### src/rtl/cdc_handshake_sender.sv
// Four-phase req/ack CDC source sequencer: cdc_request rises the cycle after a write is accepted; cdc_data stays stable until the next accepted write.
// Backpressure: write_ready stays low from acceptance until the synchronized acknowledge has risen and then fallen again.
module cdc_handshake_sender #(
  parameter int WIDTH  = 8,
  parameter int STAGES = 2
) (
  input  logic             clock,
  input  logic             reset,
  input  logic [WIDTH-1:0] write_data,
  input  logic             write_valid,
  output logic             write_ready,
  output logic [WIDTH-1:0] cdc_data,
  output logic             cdc_request,
  input  logic             cdc_acknowledge,
  output logic             busy
);

  typedef enum logic [1:0] {
    IDLE    = 2'd0,
    REQUEST = 2'd1,
    RELEASE = 2'd2
  } state_t;

  state_t            state_q, state_d;
  logic [STAGES-1:0] ack_sync_q, ack_sync_d;
  logic [WIDTH-1:0]  data_q, data_d;
  logic              request_q, request_d;
  logic              busy_q, busy_d;
  logic              acknowledge_synced;
  logic              accept;

  // The raw acknowledge only ever enters the first synchronizer flop.
  if (STAGES > 1) begin : g_sync_chain
    always_comb begin
      ack_sync_d = {ack_sync_q[STAGES-2:0], cdc_acknowledge};
    end
  end else begin : g_sync_single
    always_comb begin
      ack_sync_d = cdc_acknowledge;
    end
  end

  assign acknowledge_synced = ack_sync_q[STAGES-1];

  assign write_ready = (state_q == IDLE) && !reset && !acknowledge_synced;
  assign accept      = write_valid && write_ready;

  always_comb begin
    state_d   = state_q;
    data_d    = data_q;
    request_d = request_q;
    unique case (state_q)
      IDLE: begin
        request_d = 1'b0;
        if (accept) begin
          data_d    = write_data;
          request_d = 1'b1;
          state_d   = REQUEST;
        end
      end
      REQUEST: begin
        request_d = 1'b1;
        if (acknowledge_synced) begin
          request_d = 1'b0;
          state_d   = RELEASE;
        end
      end
      RELEASE: begin
        // Wait for the far side to return to zero before the next word.
        request_d = 1'b0;
        if (!acknowledge_synced) begin
          state_d = IDLE;
        end
      end
      default: begin
        request_d = 1'b0;
        state_d   = IDLE;
      end
    endcase
    busy_d = (state_d != IDLE);
  end

  always_ff @(posedge clock) begin
    if (reset) begin
      state_q    <= IDLE;
      ack_sync_q <= '0;
      data_q     <= '0;
      request_q  <= 1'b0;
      busy_q     <= 1'b0;
    end else begin
      state_q    <= state_d;
      ack_sync_q <= ack_sync_d;
      data_q     <= data_d;
      request_q  <= request_d;
      busy_q     <= busy_d;
    end
  end

  assign cdc_data    = data_q;
  assign cdc_request = request_q;
  assign busy        = busy_q;

endmodule
### config.mk
export PLATFORM = sky130hd
export DESIGN_NAME = cdc_handshake_sender
export DESIGN_NICKNAME = d
export VERILOG_FILES = /design/src/rtl/cdc_handshake_sender.sv
export SDC_FILE = /design/constraint.sdc
export NUM_CORES = 1
export LEC_CHECK = 0
export ABC_AREA = 0
export ABC_CLOCK_PERIOD_IN_PS = 1450
export CORE_UTILIZATION = 30
export CTS_CLUSTER_DIAMETER = 60
export CTS_CLUSTER_SIZE = 40
export DETAILED_ROUTE_END_ITERATION = 6
export GPL_ROUTABILITY_DRIVEN = 0
export HOLD_SLACK_MARGIN = 0.1
export SYNTH_ARGS = -nofsm -noshare
export SYNTH_HDL_FRONTEND = slang
export SYNTH_SLANG_ARGS = --single-unit
export TNS_END_PERCENT = 10
### constraint.sdc
create_clock -name clock -period 1.45 [get_ports clock]
set_clock_uncertainty 0.1 [all_clocks]
set_input_delay 0.29 -clock clock [delete_from_list [all_inputs] [get_ports clock]]
set_output_delay 0.29 -clock clock [all_outputs]
set_load 0.02 [all_outputs]
=== After elaboration in Yosys (flattened, before gate mapping) ===
Cells that the tools add are included.

* Register bits: 14
* Bits of input ports: 12
* Output and inout bits: 11
* Logic and storage cells: 22

* Equal/unequal tests: 2
* Mux-type cells: 7
* Reduce and logical (&&, ||, !) cells: 8

{| class="wikitable"
|+ Operators by type and width
! operator !! count
|-
| 2-bit two-way mux || 3
|-
| 2-bit one-hot mux with 3 select lines || 1
|-
| 1-bit logical AND || 3
|-
| 2-bit by 1-bit equality test with 1-bit output, second input constant || 1
|-
| 2-bit equality test, second input constant || 1
|-
| 1-bit zero test || 2
|-
| 2-bit zero test || 1
|-
| 1-bit two-way mux || 2
|-
| 1-bit one-hot mux with 2 select lines || 1
|-
| 2-bit AND reduction || 1
|-
| 2-bit nonzero test || 1
|}

=== Longest topological paths before layout ===
* Depth in word-level cells: 7
* Mapped depth: 4
* Gate-level depth less buffers: 3

=== Worst setup path after synthesis ===
No wires, ideal clock.

* Path type: register -> register
* Start: register ack_sync_q[1]
* End: register data_q[7], in the netlist cdc_data[7]
* Setup time: 0.115 ns
* Data arrival time: 1.186 ns
* Required time: 1.235 ns
* Slack: 0.049 ns
* Stages on the path, launching flop included: 5
* Path buffers: 1
* Clock period less this slack: 1.401 ns
* Cell sequence: dfxtp_1 -> nor4_4 -> buf_6 -> a21oi_2 -> a31o_1

* Cells in the longest elaborated chain, start to end: 4

{| class="wikitable"
|+ RTL lines
! element !! RTL line !! text
|-
| start, declared || 25 || <nowiki>logic [STAGES-1:0] ack_sync_q, ack_sync_d;</nowiki>
|-
| start signal, assigned || 92 || <nowiki>ack_sync_q <= ack_sync_d;</nowiki>
|-
| 1-bit zero test || -- ||
|-
| 1-bit logical AND || 45 || <nowiki>assign write_ready = (state_q == IDLE) && !reset && !acknowledge_synced;</nowiki>
|-
| net write_ready || 11 || <nowiki>output logic write_ready,</nowiki>
|-
| 1-bit logical AND || 46 || <nowiki>assign accept = write_valid && write_ready;</nowiki>
|-
| 2-bit AND reduction (no line) || -- ||
|-
| end signal, assigned || 93 || <nowiki>data_q <= data_d;</nowiki>
|-
| end, declared || 26 || <nowiki>logic [WIDTH-1:0] data_q, data_d;</nowiki>
|}

The timed path passes the listed nets, and every way through them passes these cells.
A chain may end at the register's enable or synchronous reset.

=== Final worst setup path ===
* Start: register ack_sync_q[1]
* End: output port write_ready

* Cells in the longest elaborated chain, start to end: 2

{| class="wikitable"
|+ RTL lines
! element !! RTL line
|-
| 1-bit zero test || --
|-
| 1-bit logical AND || 45
|-
| end, declared || 11
|}

No other way between the ends.

==> impl_metrics.py <==
metrics = {
    "grt": {
        "first_global_vias": 403,
        "grt_use_total_pct": 11.9,
        "antenna_found_initial": 0,
        "grt_overflow_total": 0,
        "grt_pass1_wl_um": 1680,
        "grt_max_degree": 17,
    },
    "floorplan": {
        "ios": 23,
        "dieWidth_um": 45.0,
        "rows": 15,
        "chipHeight_um": 45.0,
        "core_area_um2": 1730,
        "dieArea_um2": 2030,
        "initial_utilization_pct": 32.2,
    },
    "logic_synthesis": {
        "yosysWarnings": 0,
        "synth.distinct_cells": 15,
        "synth_top_area_cell": "dfxtp_1",
        "syn-num-nets": 63,
        "ys_seq_area_share_pct": 50.5,
        "avgSynthCellArea_um2": 10.9,
        "synth_top_area_share_pct": 50.5,
        "yosys-top-cells-area": "dfxtp_1 (50%), a31o_1 (13%), nand2b_1 (9.0%)",
        "synthCells": 51,
        "ys_ff_latch": 14,
        "synth_area_um2": 556,
    },
    "route": {
        "vias": 461,
        "viasPerCell": 4.43,
        "drt-initial-drc-count": 4,
        "ant_nets": 0,
        "drc": 0,
        "first_pass_iters": 2,
        "wl_per_cell_um": 10.4,
        "drt-total-wl_um": 1090,
    },
    "setup_path": {
        "critical_path_class": "flip-flop to output pin",
        "crit_fanout": 2,
        "cp.arrival_ns": 1.08,
        "cp-end-kind": "output pin",
        "worstPathRequired_ns": 1.06,
        "critPathLaunchType": "flip-flop",
    },
    "outcome": {
        "status": "finished, violations left",
        "failed_checks": "negative setup slack",
    },
    "power_and_ir_drop": {
        "peakVddDrop_mv": 0.477,
        "power.density_nw_per_um2": 954,
        "leakagePower_nw": 0.364,
    },
    "sta": {
        "tightest_slew_ns": 0.294,
        "hold_viol": 0,
        "hold_slack_ns": 0.338,
        "max_freq_mhz": 680,
        "fin_crit_sh_pct": 101,
        "slew_viol_final": 0,
        "final.setup.tns_ns": -0.0200,
        "period_needed_ns": 1.47,
        "max-slew-margin-rel_pct": 80.3,
        "rsz0062_at_grt": "yes",
        "setup_viol": 1,
        "finalWorstSetupSlack_ns": -0.0200,
    },
    "clocking": {
        "cts-root-buf": "clkbuf_4",
        "cts_tree": "yes",
        "cts_setup_buffers": 0,
        "h-tree-depth": 1,
        "holdBufCountCts": 0,
        "clk_pin_slew_worst_paths_ns": 0.07,
        "cts_inserted_buffers": 3,
        "insertion_delay_ns": 0.27,
        "clock_path_buffers": 2,
        "cts_num_sinks": 14,
    },
    "placement": {
        "placed_area_um2": 826,
        "pre_cts_slack_ns": -0.515,
        "port_buffers": 22,
    },
    "finish": {
        "area_delta_synth_final_pct": 50.7,
        "final_cell_mix": "dfxtp_1 (13), clkdlybuf4s50_1 (10), dlygate4sd2_1 (10)",
        "nets": 93,
        "layout_commonest_cell": "dfxtp_1",
        "drive_above_1_share_pct": 19.0,
        "fin_area_um2": 837,
        "antennaDiodeCount": 0,
    },
    "flow_run": {
        "max-cap-violations": 0,
    },
    "hold_path": {
        "min_path_type": "flip-flop to flip-flop",
    },
}
==> cell families after synthesis <==
kind of cell | share of synthesized area [%]
xor+xnor | 1.58
simple gates | 21.4
buf+inv | 6.08
flops | 50.5
compound gates | 20.5
==> area by class of cell <==
| class | count | area (µm²) |
|---|---|---|
| Tap cell | 25 | 31.3 |
| Fill cell | 165 | 890 |
| Timing Repair Buffer | 29 | 260 |
| Sequential cell | 14 | 282 |
| Clock buffer | 3 | 22.5 |
| Multi-Input combinational cell | 33 | 241 |
==> metal layers <==
layer / vias up / part of all wire, % / track usage, %
li1: 241 / - / -
met1: 205 / 48 / 13.6
met2: 13 / 46 / 18.6
met3: 2 / 4.7 / 3.60
met4: 0 / 0.83 / 9.09
met5: - / 0 / 0
==> worst max-delay path, stage by stage (launching register included) <==
cell and delay, ns:
dfxtp_2 0.34, nor4_4 0.29, buf_4 0.19
==> cell usage after synthesis <==
| master | count |
|---|---|
| buf_6 | 1 |
| nand2b_1 | 8 |
| a21oi_2 | 1 |
| nor2_1 | 1 |
| a21oi_1 | 7 |
| dfxtp_1 | 14 |
| clkbuf_1 | 2 |
| xnor2_1 | 1 |
| nor3b_2 | 1 |
| buf_8 | 1 |
| or2_1 | 1 |
| nor4_4 | 1 |
| a31o_1 | 8 |
| nor4_1 | 2 |
| nor2b_1 | 2 |
==> sequential cells by signal, summed over array words and instances, names as in the netlist <==
register,cells
cdc_data,8
ack_sync_q,2
state_q,2
busy,1
cdc_request,1
==> stage by stage <==
stage               std cells  util [%]  power, mW
detailed placement        101      47.8      0.615
global placement          101      47.8      0.612
floorplan                  51         -      0.524
finish                    104      48.5      0.798
global route              104      48.5      0.849
CTS                       104      48.3      0.817
==> final timing paths <==
kind                                     from       endpoint  slack [ns]  depth (start not counted)
worst max-delay path            ack_sync_q[1]    write_ready       -0.02                          2
worst min-delay path            ack_sync_q[0]  ack_sync_q[1]        0.34                          1
worst max register to register  ack_sync_q[1]    cdc_data[3]        0.08                          4
worst min register to register  ack_sync_q[0]  ack_sync_q[1]        0.34                          1
==> where the power goes <==
group	leakage [nW]	switching, mW	internal (mW)
Sequential	0.116	0.0115	0.410
Clock	0.0138	0.115	0.0960
Combinational	0.235	0.0792	0.0862
Total	0.364	0.206	0.593
==> what timing repair did <==
action,in CTS,in global routing
gates cloned,0,0
pin swaps,0,1
endpoints found under the hold margin,0,0
resized for setup,15,2
setup endpoints to repair,11,3
(Power assumes the default switching activity.)
